## config.mk

```make
export PLATFORM = sky130hd
export DESIGN_NAME = tt_sel_seq
export DESIGN_NICKNAME = d
export VERILOG_FILES = /design/src/rtl/tt_sel_seq_pkg.sv /design/src/rtl/tt_sel_timer.sv /design/src/rtl/tt_sel_seq.sv
export SDC_FILE = /design/constraint.sdc
export NUM_CORES = 1
export LEC_CHECK = 0
export BUFFER_PORTS_ARGS = -buffer_cell sky130_fd_sc_hd__buf_2
export CORE_MARGIN = 5
export CORE_UTILIZATION = 56
export CTS_CLUSTER_SIZE = 8
export DETAILED_ROUTE_END_ITERATION = 10
export HOLD_SLACK_MARGIN = 0.02
export PLACE_DENSITY = 0.8
export SYNTH_ARGS = -nofsm -noshare
export SYNTH_HDL_FRONTEND = slang
export SYNTH_HIERARCHICAL = 1
export SYNTH_SLANG_ARGS = --single-unit
```

## constraint.sdc

```tcl
create_clock -name clk -period 2.65 [get_ports clk]
set_input_delay 0.53 -clock clk [delete_from_list [all_inputs] [get_ports clk]]
set_output_delay 0.53 -clock clk [all_outputs]
set_load 0.02 [all_outputs]
```

## src/rtl/tt_sel_seq_pkg.sv

```systemverilog
// rtl/tt_sel_seq_pkg.sv - default widths and helpers for the design-select sequencer
package tt_sel_seq_pkg;

  localparam int TT_SEL_ADDR_W   = 10;
  localparam int TT_SEL_RST_W    = 4;
  localparam int TT_SEL_SETTLE_W = 2;
  localparam int TT_SEL_PULSE_W  = 2;

  // One timer width covers every phase so a single counter type serves all of them.
  function automatic int sel_timer_w(input int a, input int b, input int c);
    int m;
    m = a;
    if (b > m) m = b;
    if (c > m) m = c;
    return $clog2(m + 1);
  endfunction

endpackage

```

## src/rtl/tt_sel_timer.sv

```systemverilog
// rtl/tt_sel_timer.sv - loadable phase down-counter with zero flag
module tt_sel_timer #(
  parameter int W    = 3,
  parameter int LOAD = 1
) (
  input  logic clk,
  input  logic rst,
  input  logic load,
  output logic zero
);

  logic [W-1:0] cnt;

  // Loads N-1 on phase entry so the phase lasts exactly N cycles ending at zero.
  always_ff @(posedge clk) begin
    if (rst) begin
      cnt <= '0;
    end else if (load) begin
      cnt <= W'(LOAD - 1);
    end else if (cnt != '0) begin
      cnt <= cnt - 1'b1;
    end
  end

  assign zero = (cnt == '0);

endmodule

```

## src/rtl/tt_sel_seq.sv

```systemverilog
// rtl/tt_sel_seq.sv - design-select sequencer driving sel_rst_n / sel_inc / ena
module tt_sel_seq
  import tt_sel_seq_pkg::*;
#(
  parameter int ADDR_W   = TT_SEL_ADDR_W,
  parameter int RST_W    = TT_SEL_RST_W,
  parameter int SETTLE_W = TT_SEL_SETTLE_W,
  parameter int PULSE_W  = TT_SEL_PULSE_W
) (
  input  logic              clk,
  input  logic              rst,
  input  logic              req_valid,
  output logic              req_ready,
  input  logic [ADDR_W-1:0] req_addr,
  output logic              sel_rst_n,
  output logic              sel_inc,
  output logic              ena,
  output logic              busy,
  output logic              done,
  output logic [ADDR_W-1:0] cur_addr,
  output logic              cur_valid
);

  localparam int TW = sel_timer_w(RST_W, SETTLE_W, PULSE_W);

  typedef enum logic [2:0] {
    S_IDLE,
    S_RST,
    S_SETTLE,
    S_INC_HI,
    S_INC_LO,
    S_ENA
  } state_t;

  state_t state, state_next;
  logic [ADDR_W-1:0] inc_cnt;
  logic rst_zero, settle_zero, pulse_zero;
  logic accept;
  logic sel_rst_n_d, sel_inc_d, ena_d, busy_d, done_d, req_ready_d, cur_valid_d;

  assign accept = req_valid & req_ready;

  tt_sel_timer #(.W(TW), .LOAD(RST_W)) u_rst_timer (
    .clk  (clk),
    .rst  (rst),
    .load (state_next == S_RST && state != S_RST),
    .zero (rst_zero)
  );

  tt_sel_timer #(.W(TW), .LOAD(SETTLE_W)) u_settle_timer (
    .clk  (clk),
    .rst  (rst),
    .load (state_next == S_SETTLE && state != S_SETTLE),
    .zero (settle_zero)
  );

  tt_sel_timer #(.W(TW), .LOAD(PULSE_W)) u_pulse_timer (
    .clk  (clk),
    .rst  (rst),
    .load ((state_next == S_INC_HI || state_next == S_INC_LO) && state_next != state),
    .zero (pulse_zero)
  );

  always_comb begin
    state_next = state;
    case (state)
      S_IDLE:   if (accept) state_next = S_RST;
      S_RST:    if (rst_zero) state_next = S_SETTLE;
      S_SETTLE: if (settle_zero) state_next = (inc_cnt == '0) ? S_ENA : S_INC_HI;
      S_INC_HI: if (pulse_zero) state_next = S_INC_LO;
      // inc_cnt is decremented on this same edge, so ==1 means the last pulse just ended.
      S_INC_LO: if (pulse_zero) state_next = (inc_cnt == ADDR_W'(1)) ? S_ENA : S_INC_HI;
      S_ENA:    state_next = S_IDLE;
      default:  state_next = S_IDLE;
    endcase
  end

  // Pin values are decoded from the next state and registered, so they align with state.
  always_comb begin
    sel_rst_n_d = 1'b1;
    sel_inc_d   = 1'b0;
    ena_d       = ena;
    cur_valid_d = cur_valid;
    done_d      = 1'b0;
    busy_d      = 1'b1;
    req_ready_d = 1'b0;
    case (state_next)
      S_IDLE: begin
        busy_d      = 1'b0;
        req_ready_d = 1'b1;
      end
      S_RST: begin
        sel_rst_n_d = 1'b0;
        ena_d       = 1'b0;
        cur_valid_d = 1'b0;
      end
      S_INC_HI: sel_inc_d = 1'b1;
      S_ENA: begin
        ena_d       = 1'b1;
        cur_valid_d = 1'b1;
        done_d      = 1'b1;
      end
      default: ;
    endcase
  end

  always_ff @(posedge clk) begin
    if (rst) begin
      state     <= S_IDLE;
      inc_cnt   <= '0;
      cur_addr  <= '0;
      sel_rst_n <= 1'b0;
      sel_inc   <= 1'b0;
      ena       <= 1'b0;
      busy      <= 1'b0;
      done      <= 1'b0;
      req_ready <= 1'b0;
      cur_valid <= 1'b0;
    end else begin
      state     <= state_next;
      sel_rst_n <= sel_rst_n_d;
      sel_inc   <= sel_inc_d;
      ena       <= ena_d;
      busy      <= busy_d;
      done      <= done_d;
      req_ready <= req_ready_d;
      cur_valid <= cur_valid_d;
      if (accept) begin
        inc_cnt  <= req_addr;
        cur_addr <= req_addr;
      end else if (state == S_INC_LO && pulse_zero) begin
        inc_cnt <= inc_cnt - 1'b1;
      end
    end
  end

endmodule

```

==> results of run 1 <==
final cells by class:
type / instances / area [sq um]
fillers: 315 / 1160
multi-input cells: 165 / 1100
flip-flops and latches: 38 / 761
repair buffers: 33 / 175
well taps: 46 / 57.6
clock buffers: 7 / 55.1
inverters: 13 / 48.8
clock inverters: 1 / 5.00
registers in the layout, summed over array words and instances (netlist names):
name and cells:
u_settle_timer/cnt 3, inc_cnt 10, state 3, busy 1
cur_valid 1, req_ready 1, u_rst_timer/cnt 3, cur_addr 10
u_pulse_timer/cnt 3, sel_inc 1, done 1, sel_rst_n 1
layer usage:
layer / GRT usage / part of all wire / vias to the layer above
li1: - / - / 858
met1: 0.196 / 0.45 / 767
met2: 0.276 / 0.47 / 35
met3: 0.0465 / 0.041 / 12
met4: 0.0954 / 0.033 / 0
met5: 0 / 0 / -
timing repair:
item / 4_1_cts / 5_1_grt
setup buffers: 0 / 0
endpoints found under the setup margin: 0 / 3
gates resized for setup: 0 / 1
cell usage in the layout, fill, tap and decap left out, types with 2 or more instances in the layout:
master,n
dfxtp_1,38
a211oi_2,5
or3b_1,3
xnor2_1,8
nand2b_1,4
nand3_1,6
a2111oi_2,2
nor2_1,17
or4_1,2
nor3b_1,4
nor4_1,4
nor4b_1,4
mux2i_1,3
buf_4,4
inv_1,13
or2b_1,3
ha_1,9
nor3_1,3
buf_2,29
a21oi_1,21
or2b_2,3
o21ai_0,2
nand2_1,33
a311oi_1,2
clkbuf_4,5
a211oi_1,6
nor2b_1,5
critical path: cells and delay by family (launching register included):
kind	cells	cell delay, ps
adder cells (fa/ha/maj)	1	230
buffers and inverters	2	220
AO/OA/AOI/OAI	4	930
AND/OR/NAND/NOR	3	570
flip-flops	1	360
stage by stage:
stage	utilization	hold WS [ps]	setup slack, ps	std cells
after floorplan	-	516	281	228
after global placement	0.635	441	330	295
after detailed placement	0.635	443	119	295
after CTS	0.653	419	83.8	303
after global routing	0.654	415	28.8	303
final	0.654	426	273	303
kinds of logic after synthesis:
group,count (synthesis),share of synthesized area
fa+ha+maj,9,0.0575
xor+xnor,8,0.0358
flops,38,0.388
mux,3,0.0153
buf+inv,25,0.0530
compound gates,47,0.181
simple gates,98,0.268
power groups by stage:
stage	Clock (uW)	Combinational [uW]	Sequential [uW]
after CTS	316	1000	830
final	308	999	833
after detailed placement	0	996	841
after global routing	345	1110	853
after global placement	0	973	839
after floorplan	0	753	848
worst min-delay path by stage:
| stage | from | endpoint | slack [ps] | depth (start not counted) |
|---|---|---|---|---|
| 2_1_floorplan | inc_cnt[5] | inc_cnt[5] | 520 | 2 |
| 3_3_place_gp | cur_addr[1] | cur_addr[1] | 440 | 2 |
| 3_5_place_dp | cur_addr[5] | cur_addr[5] | 440 | 2 |
| 4_1_cts | req_addr[5] | cur_addr[5] | 420 | 3 |
| 5_1_grt | req_addr[2] | cur_addr[2] | 420 | 3 |
| 6_report | req_addr[5] | cur_addr[5] | 430 | 3 |
==> out/metrics.csv, run 1 <==
stage,metric,value,unit
outcome,status,finished clean,
route,ant_nets,0,
critical_path,end_kind,flop,
pwr,p_per_area,972,nW/um^2
route,routedWlPerCell,12.9,um
sta,setup_viol,0,
route,remaining_drc_errors,0,
yosys,synth_most_common_cell,dfxtp_1,
die,core_area,3360,sq um
pwr,switching_share,0.402,
yosys,synth_warnings,6,
clocking,clock_path_buffers,2,
die,ios,30,
yosys,synth_nets,250,
sta,grt_setup_unrepaired,no,
grt,grt_pass1_wl,6670,um
route,first_pass_iters,4,
critical_path,cp-startpoint,u_pulse_timer/cnt[0],
critical_path,rr_endpoint,u_pulse_timer/cnt[0],
finish,layout-drive-gt1-share,0.206,
pwr,p_int,1280,uW
pwr,finalPower,2140,uW
pwr,combPwrFrac,0.467,
yosys,ys_top_cells_by_count,"dfxtp_1, nand2_1, a21oi_1",
finish,stdcell_area,2200,sq um
grt,grt_use_total,0.169,
critical_path,slowest_stage,dfxtp_1,
clocking,ctsHoldBuffers,0,
critical_path,arrival,2640,ps
sta,fin_skew,4.00,ps
finish,n_antenna_cell,0,
clocking,insertion_delay,340,ps
sta,drv_slew,0,
yosys,synth_top_area_share,0.388,
clocking,cts-htree-levels,2,
critical_path,cpMostUsedCell,inv_1,
clocking,cts_buffers,5,
worst_hold_path,hold_class,in -> reg,
critical_path,path_cells,inv_1 > ha_1 > nand2b_1 > inv_1 > or2b_2 > a21oi_1 > a211oi_2 > o31ai_2 > nor2b_1 > a211oi_1,
critical_path,ff2ff_path_depth,10,
place,place_congestion,0.926,
die,num_rows,21,
critical_path,crit_fanout,10,
yosys,syn_avg_cell_area,8.59,sq um
sta,tightest_slew,867,ps
run,drv_cap,0,
place,placed_area,2140,sq um
yosys,yosys_most_used_dff,dfxtp_1,
grt,grt_pass1_vias,1556,
route,via_per_inst,5.52,
critical_path,start_kind,flop,
yosys,synth-seq-cells,38,
finish,area_growth_syn_to_layout,12.4,%
yosys,synth_area,1960,sq um
yosys,synth.distinct_cells,43,
route,finalWirelength,3900,um
route,drt_iter0_drc,118,
critical_path,rrSetupSlack,270,ps
die,initial_core_util,0.582,
sta,hold_violations,0,
die,die_w,69.1,um
critical_path,cp.required,2910,ps
critical_path,crit-reg2reg-launch,u_pulse_timer/cnt[0],
yosys,synth_seq_area_share,0.388,
route,vias,1672,
yosys,synth_cells,228,
yosys,yosysTopAreaCell,dfxtp_1,
grt,grt-ovfl-total,0,
place,numPortBuffers,29,
clocking,clock-root-buffer,clkbuf_4,
grt,antenna_found_initial,0,
sta,fmax,0.421,GHz
sta,fin_crit_sh,0.897,
sta,fin_setup_tns,0,ps
pwr,p_clk_frac,0.144,
sta,fin_crit,2380,ps
pwr,leakage,0.000882,uW
die,die-area,4780,sq um
critical_path,crit_end,u_pulse_timer/cnt[0],
yosys,synth-edff-count,0,
die,die_height,69.1,um
pwr,ir_worst_vdd,0.423,mV
critical_path,max_stage_delay,360,ps
grt,grt_start_max_net_pins,39,
sta,relSlewSlack,0.417,
place,hpwl,2890,um
clocking,cts.sinks,38,
clocking,path_clk_slew,100,ps
critical_path,criticalPathCategory,reg -> reg,
yosys,async_flop_share,0,
pwr,p_sw,861,uW
pwr,p_seq_frac,0.389,
clocking,cts_tree,built,
finish,final_nets,278,
yosys,synth.area.top_cells,"dfxtp_1, nand2_1, ha_1",
Power figures use the tool's default switching activity.
==> inputs of run 2 (changes only) <==
--- a/config.mk
+++ b/config.mk
@@ -6,12 +6,12 @@
 export NUM_CORES = 1
 export LEC_CHECK = 0
 export BUFFER_PORTS_ARGS = -buffer_cell sky130_fd_sc_hd__buf_2
-export CORE_MARGIN = 5
 export CORE_UTILIZATION = 56
 export CTS_CLUSTER_SIZE = 8
 export DETAILED_ROUTE_END_ITERATION = 10
 export HOLD_SLACK_MARGIN = 0.02
 export PLACE_DENSITY = 0.8
+export REMOVE_ABC_BUFFERS = 1
 export SYNTH_ARGS = -nofsm -noshare
 export SYNTH_HDL_FRONTEND = slang
 export SYNTH_HIERARCHICAL = 1
==> constraint.sdc (replaced) <==
create_clock -name clk -period 2.7 [get_ports clk]
set_input_delay 0.54 -clock clk [delete_from_list [all_inputs] [get_ports clk]]
set_output_delay 0.54 -clock clk [all_outputs]
set_load 0.02 [all_outputs]
==> run 2 against run 1 <==
Via count fell by 0.60%. Worst hold slack gained 7.0 ps. Clock-buffer cell count fell by 1. Maximum frequency decreased by 4.7%. Global-route usage up 5.4 points. Critical endpoint unchanged. Sequential power decreased by 2.9%.
==> out/metrics.csv, run 2 (synthesis results as in run 1) <==
stage,metric,value,unit,change
finish,stdcell_area,2210,sq um,+0.40%
finish,regArea,761,sq um,unchanged
clocking,ctsResizeCount,0,,unchanged
die,die-area,3740,sq um,-22%
grt,grt_use_total,0.223,,+0.0542
sta,relSlewSlack,0.652,,+0.235
die,core_area,3340,sq um,-0.78%
clocking,cts_tree,built,,
clocking,cts.sinks,38,,unchanged
sta,hold_violations,0,,unchanged
grt,grt-ovfl-total,0,,unchanged
sta,fin_setup_tns,0,ps,unchanged
pwr,p_per_area,949,nW/um^2,-2.4%
sta,fin_skew,8.39,ps,+4.39 ps
sta,fmax,0.401,GHz,-4.7%
clocking,ctsHoldBuffers,0,,unchanged
sta,fin_crit_sh,0.923,,+0.0264
pwr,p_seq_frac,0.386,,-0.003
pwr,ir_worst_vdd,0.404,mV,-4.6%
grt,grt-busiest-layer,met2,,
finish,nFillCells,310,,-1.6%
pwr,switching_share,0.401,,-0.00134
run,drv_cap,0,,unchanged
pwr,p_clk_frac,0.138,,-0.006
die,die_w,61.1,um,-12%
outcome,status,finished clean,,
finish,area_growth_syn_to_layout,12.8,%,
pwr,combPwrFrac,0.476,,+0.009
critical_path,arrival,2720,ps,+80 ps
clocking,insertion_delay,340,ps,about the same
pwr,leakage,0.000890,uW,+0.93%
finish,final_nets,281,,+1.1%
clocking,cts_setup_buffers,0,,unchanged
grt,grt_pass1_wl,6090,um,-8.7%
finish,multi_input_area,1090,sq um,-0.46%
clocking,cts-htree-levels,2,,unchanged
critical_path,criticalPathCategory,reg -> reg,,
finish,final_cell_mix,"dfxtp_1, nand2_1, buf_2",,
grt,grt_pass1_vias,1433,,-7.9%
place,numPortBuffers,29,,unchanged
critical_path,end_kind,flop,,
finish,reg.largest.list,"cur_addr x10, inc_cnt x10",,
grt,antenna_found_initial,0,,unchanged
sta,hold_ws,433,ps,+6.98 ps
grt,met3_usage,0.0651,,+0.0186
pwr,p_int,1260,uW,-1.8%
die,ios,30,,unchanged
finish,layout-drive-gt1-share,0.209,,+0.00308
sta,setup_viol,0,,unchanged
finish,n_antenna_cell,0,,unchanged
die,die_height,61.1,um,-12%
route,finalWirelength,3750,um,-3.7%
die,initial_core_util,0.587,,+0.00458
route,routedWlPerCell,12.3,um,-4.0%
pwr,p_sw,841,uW,-2.3%
grt,use_met1,0.266,,+0.0701
finish,final_common_cell,dfxtp_1,,
sta,tightest_slew,517,ps,-349 ps
sta,drv_slew,0,,unchanged
grt,use_met2,0.370,,+0.0931
place,placed_area,2160,sq um,+1.1%
route,first_pass_iters,4,,unchanged
place,place_congestion,0.946,,+2.1%
place,hpwl,2790,um,-3.5%
route,vias,1662,,-0.60%
sta,grt_setup_unrepaired,no,,
route,drt_iter0_drc,59,,-50%
grt,grt_start_max_net_pins,26,,-33%
worst_hold_path,hold_class,in -> reg,,
route,remaining_drc_errors,0,,unchanged
sta,fin_crit,2490,ps,+116 ps
route,via_per_inst,5.47,,-0.93%
clocking,path_clk_slew,100,ps,about the same
clocking,cts_buffers,5,,unchanged
die,num_rows,21,,unchanged
critical_path,start_kind,flop,,
route,ant_nets,0,,unchanged
critical_path,crit_fanout,10,,unchanged
critical_path,cp.required,2930,ps,+20 ps
clocking,clock-root-buffer,clkbuf_4,,
clocking,clock_path_buffers,2,,unchanged
[run 2: cell types whose count changed in the layout (fill, tap and decap cells not counted), sizes merged]
| cell | previous run | this run |
|---|---|---|
| buf | 33 | 36 |
| clkbuf | 7 | 6 |
| clkinv | 1 | 0 |
[run 2: stage by stage]
stage	worst slack, ps	total power (uW)	instances	utilization
2_1_floorplan	373	1540	216	-
3_3_place_gp	355	1790	298	0.647
3_5_place_dp	229	1820	298	0.647
4_1_cts	202	2110	304	0.662
5_1_grt	13.8	2280	304	0.662
6_report	207	2100	304	0.662
[run 2: layout make-up]
class                           instances  area share
Multi-Input combinational cell        165       0.495
Sequential cell                        38       0.344
Timing Repair Buffer                   36      0.0895
Tap cell                               46      0.0260
Clock buffer                            6      0.0232
Inverter                               13      0.0221
[run 2: power groups by stage]
| stage | combinational, uW | clock [uW] | sequential (uW) |
|---|---|---|---|
| floorplan | 696 | 0 | 848 |
| detailed placement | 997 | 0 | 820 |
| global placement | 975 | 0 | 816 |
| CTS | 1000 | 301 | 807 |
| global route | 1120 | 328 | 832 |
| finish | 998 | 290 | 809 |
[run 2: final timing paths]
path                                           start                   end  slack (ps)  cells past startpoint
worst min register to register           cur_addr[0]           cur_addr[0]         460                      2
worst min-delay path                     req_addr[6]           cur_addr[6]         430                      3
worst max register to register  u_pulse_timer/cnt[0]  u_pulse_timer/cnt[0]         210                     10
worst max-delay path            u_pulse_timer/cnt[0]  u_pulse_timer/cnt[0]         210                     10
[run 2: routing by layer]
metal | vias to the layer above | routed length, um
met4 | 0 | 102
met3 | 10 | 143
li1 | 860 | -
met1 | 758 | 1690
met5 | - | 0
met2 | 34 | 1820
[run 2: worst max-delay path, stage by stage, from the launching register on]
cell and delay, ps:
dfxtp_1 360, inv_1 70, ha_1 230, nand2b_1 140
inv_1 150, and4bb_1 380, a211oi_2 400, o31ai_1 120
buf_4 170, nor4b_1 280, a211oi_1 80
==> inputs of run 3 (changes only) <==
--- a/config.mk
+++ b/config.mk
@@ -6,11 +6,11 @@
 export NUM_CORES = 1
 export LEC_CHECK = 0
 export BUFFER_PORTS_ARGS = -buffer_cell sky130_fd_sc_hd__buf_2
-export CORE_UTILIZATION = 56
+export CORE_UTILIZATION = 50
 export CTS_CLUSTER_SIZE = 8
 export DETAILED_ROUTE_END_ITERATION = 10
 export HOLD_SLACK_MARGIN = 0.02
-export PLACE_DENSITY = 0.8
+export PLACE_DENSITY = 0.73
 export REMOVE_ABC_BUFFERS = 1
 export SYNTH_ARGS = -nofsm -noshare
 export SYNTH_HDL_FRONTEND = slang
==> run 3 against run 2 <==
Register-to-register slack improved by 20 ps. Flip-flop and latch count unchanged. Clock power grew 30%. Clock skew up 1.7 ps. Global-route usage fell by 1.5 points. Critical path depth is 1 higher. First-iteration DRC count is 6.8% lower. Combinational power about the same. Wire length rose by 0.53%. Maximum frequency rose by 0.73%. Critical endpoint unchanged. Largest cell class unchanged. Largest power group unchanged. Highest routed layer unchanged.
==> out/metrics.csv, run 3 (synthesis results as in run 1) <==
stage,metric,value,unit,change
sta,fin_skew,10.1,ps,+1.72 ps
route,vias,1668,,+0.36%
clocking,ctsHoldBuffers,0,,unchanged
grt,grt_start_max_net_pins,39,,+50%
route,via_per_inst,5.43,,-0.62%
sta,tightest_slew,797,ps,+280 ps
run,drv_cap,0,,unchanged
grt,grt_pass1_vias,1593,,+11%
route,finalWirelength,3770,um,+0.53%
sta,fin_crit,2470,ps,-18.0 ps
finish,stdcell_area,2240,sq um,+1.4%
finish,multi_input_area,1090,sq um,unchanged
outcome,status,finished clean,,
finish,regArea,761,sq um,unchanged
worst_hold_path,min_from,cur_addr[7],,
pwr,p_sw,862,uW,+2.5%
route,ant_nets,0,,unchanged
die,num_rows,22,,+4.8%
pwr,p_int,1320,uW,+5.3%
clocking,cts.sinks,38,,unchanged
sta,finalWorstSetupSlack,225,ps,+18.0 ps
sta,setup_viol,0,,unchanged
place,numPortBuffers,29,,unchanged
sta,fin_setup_tns,0,ps,unchanged
critical_path,end_kind,flop,,
finish,area_growth_syn_to_layout,14.4,%,
finish,reg.largest.list,"cur_addr x10, inc_cnt x10",,
die,die_height,64.6,um,+5.6%
finish,nFillCells,353,,+14%
grt,grt_use_total,0.208,,-0.0148
critical_path,criticalPathCategory,reg -> reg,,
grt,grt-ovfl-total,0,,unchanged
place,placed_area,2150,sq um,-0.23%
die,die-area,4170,sq um,+12%
critical_path,cp.required,2890,ps,-40 ps
place,hpwl,2690,um,-3.7%
critical_path,ff2ff_path_depth,11,,+1
critical_path,rr_endpoint,u_pulse_timer/cnt[0],,
worst_hold_path,holdPathEnd,cur_addr[7],,
clocking,cts_buffers,5,,unchanged
critical_path,crit-reg2reg-launch,u_pulse_timer/cnt[0],,
die,ios,30,,unchanged
pwr,p_per_area,976,nW/um^2,+2.8%
clocking,ctsResizeCount,0,,unchanged
sta,fin_crit_sh,0.917,,-0.00667
clocking,clock-root-buffer,clkbuf_8,,
route,first_pass_iters,4,,unchanged
critical_path,arrival,2660,ps,-60 ps
sta,grt_setup_unrepaired,no,,
finish,final_cell_mix,"dfxtp_1, nand2_1, buf_2",,
sta,fmax,0.404,GHz,+0.73%
finish,final_common_cell,dfxtp_1,,
critical_path,start_kind,flop,,
pwr,ir_worst_vdd,0.357,mV,-12%
clocking,cts_setup_buffers,0,,unchanged
die,initial_core_util,0.527,,-0.0599
critical_path,crit_fanout,10,,unchanged
clocking,insertion_delay,290,ps,-50 ps
die,die_w,64.6,um,+5.6%
route,routedWlPerCell,12.3,um,-0.45%
place,place_congestion,0.902,,-4.6%
sta,drv_slew,0,,unchanged
pwr,combPwrFrac,0.458,,-0.018
pwr,switching_share,0.394,,-0.00644
die,core_area,3720,sq um,+11%
pwr,leakage,0.000899,uW,+1.0%
clocking,path_clk_slew,70,ps,-30 ps
finish,layout-drive-gt1-share,0.208,,-0.000808
place,pre_cts_ws,291,ps,+62.1 ps
pwr,p_seq_frac,0.370,,-0.016
sta,relSlewSlack,0.464,,-0.188
clocking,clock_path_buffers,2,,unchanged
grt,antenna_found_initial,0,,unchanged
route,drt_iter0_drc,55,,-6.8%
pwr,p_clk_frac,0.172,,+0.034
route,remaining_drc_errors,0,,unchanged
worst_hold_path,hold_class,reg -> reg,,
sta,hold_violations,0,,unchanged
clocking,cts_tree,built,,
clocking,cts-htree-levels,2,,unchanged
grt,grt_pass1_wl,6730,um,+11%
finish,final_nets,280,,-0.36%
worst_hold_path,worstHoldPathCells,2,,-1
critical_path,rrSetupSlack,230,ps,+20 ps
finish,n_antenna_cell,0,,unchanged
[run 3: cell count changes in the layout (fill, tap and decap cells not counted)]
cell,change
clkinv_4,+1
buf_4,-1
clkbuf_1,+1
clkbuf_8,+4
clkbuf_4,-5
clkinv_2,+1
[run 3: worst max-delay path, cell delays in order (launching register included)]
cell      delay (ps)
dfxtp_1          360
inv_1             70
ha_1             230
nand2b_1         140
inv_1            170
or2b_2           320
a21oi_1          280
a211oi_2          90
o31ai_1          250
buf_4            170
nor2b_1           40
a211oi_1         250
[run 3: through the flow]
stage,hold WS (ps),std cells,total power [uW],util
detailed placement,446,299,1820,0.579
finish,456,307,2190,0.603
floorplan,511,216,1540,-
CTS,458,307,2200,0.603
global placement,440,299,1800,0.579
global route,478,307,2380,0.603
[run 3: how the worst max path moves through the flow]
| stage | slack, ps | end | start | cells after the start |
|---|---|---|---|---|
| 6_report | 230 | u_pulse_timer/cnt[0] | u_pulse_timer/cnt[0] | 11 |
| 3_5_place_dp | 290 | u_pulse_timer/cnt[0] | u_pulse_timer/cnt[0] | 11 |
| 3_3_place_gp | 440 | u_pulse_timer/cnt[0] | u_pulse_timer/cnt[0] | 11 |
| 4_1_cts | 260 | u_pulse_timer/cnt[0] | u_pulse_timer/cnt[0] | 11 |
| 2_1_floorplan | 370 | u_pulse_timer/cnt[0] | u_pulse_timer/cnt[0] | 10 |
| 5_1_grt | 40 | u_pulse_timer/cnt[0] | u_pulse_timer/cnt[0] | 10 |
[run 3: power groups by stage]
stage | registers [uW] | logic, uW | clock network [uW]
2_1_floorplan | 848 | 696 | 0
3_3_place_gp | 815 | 987 | 0
3_5_place_dp | 818 | 999 | 0
4_1_cts | 808 | 1000 | 391
5_1_grt | 833 | 1130 | 412
6_report | 809 | 1000 | 376
[run 3: layout make-up]
| type | count | area share |
|---|---|---|
| Clock inverter | 2 | 0.00615 |
| Sequential cell | 38 | 0.340 |
| Inverter | 13 | 0.0218 |
| Tap cell | 48 | 0.0268 |
| Clock buffer | 6 | 0.0324 |
| Multi-Input combinational cell | 165 | 0.488 |
| Timing Repair Buffer | 35 | 0.0849 |
[run 3: layer usage]
metal  vias to the layer above  global-route usage  part of all wire
met5                         -                   0                 0
met2                        36               0.357              0.47
met4                         0               0.106             0.018
met1                       773               0.249              0.48
li1                        852                   -                 -
met3                         7              0.0335             0.039
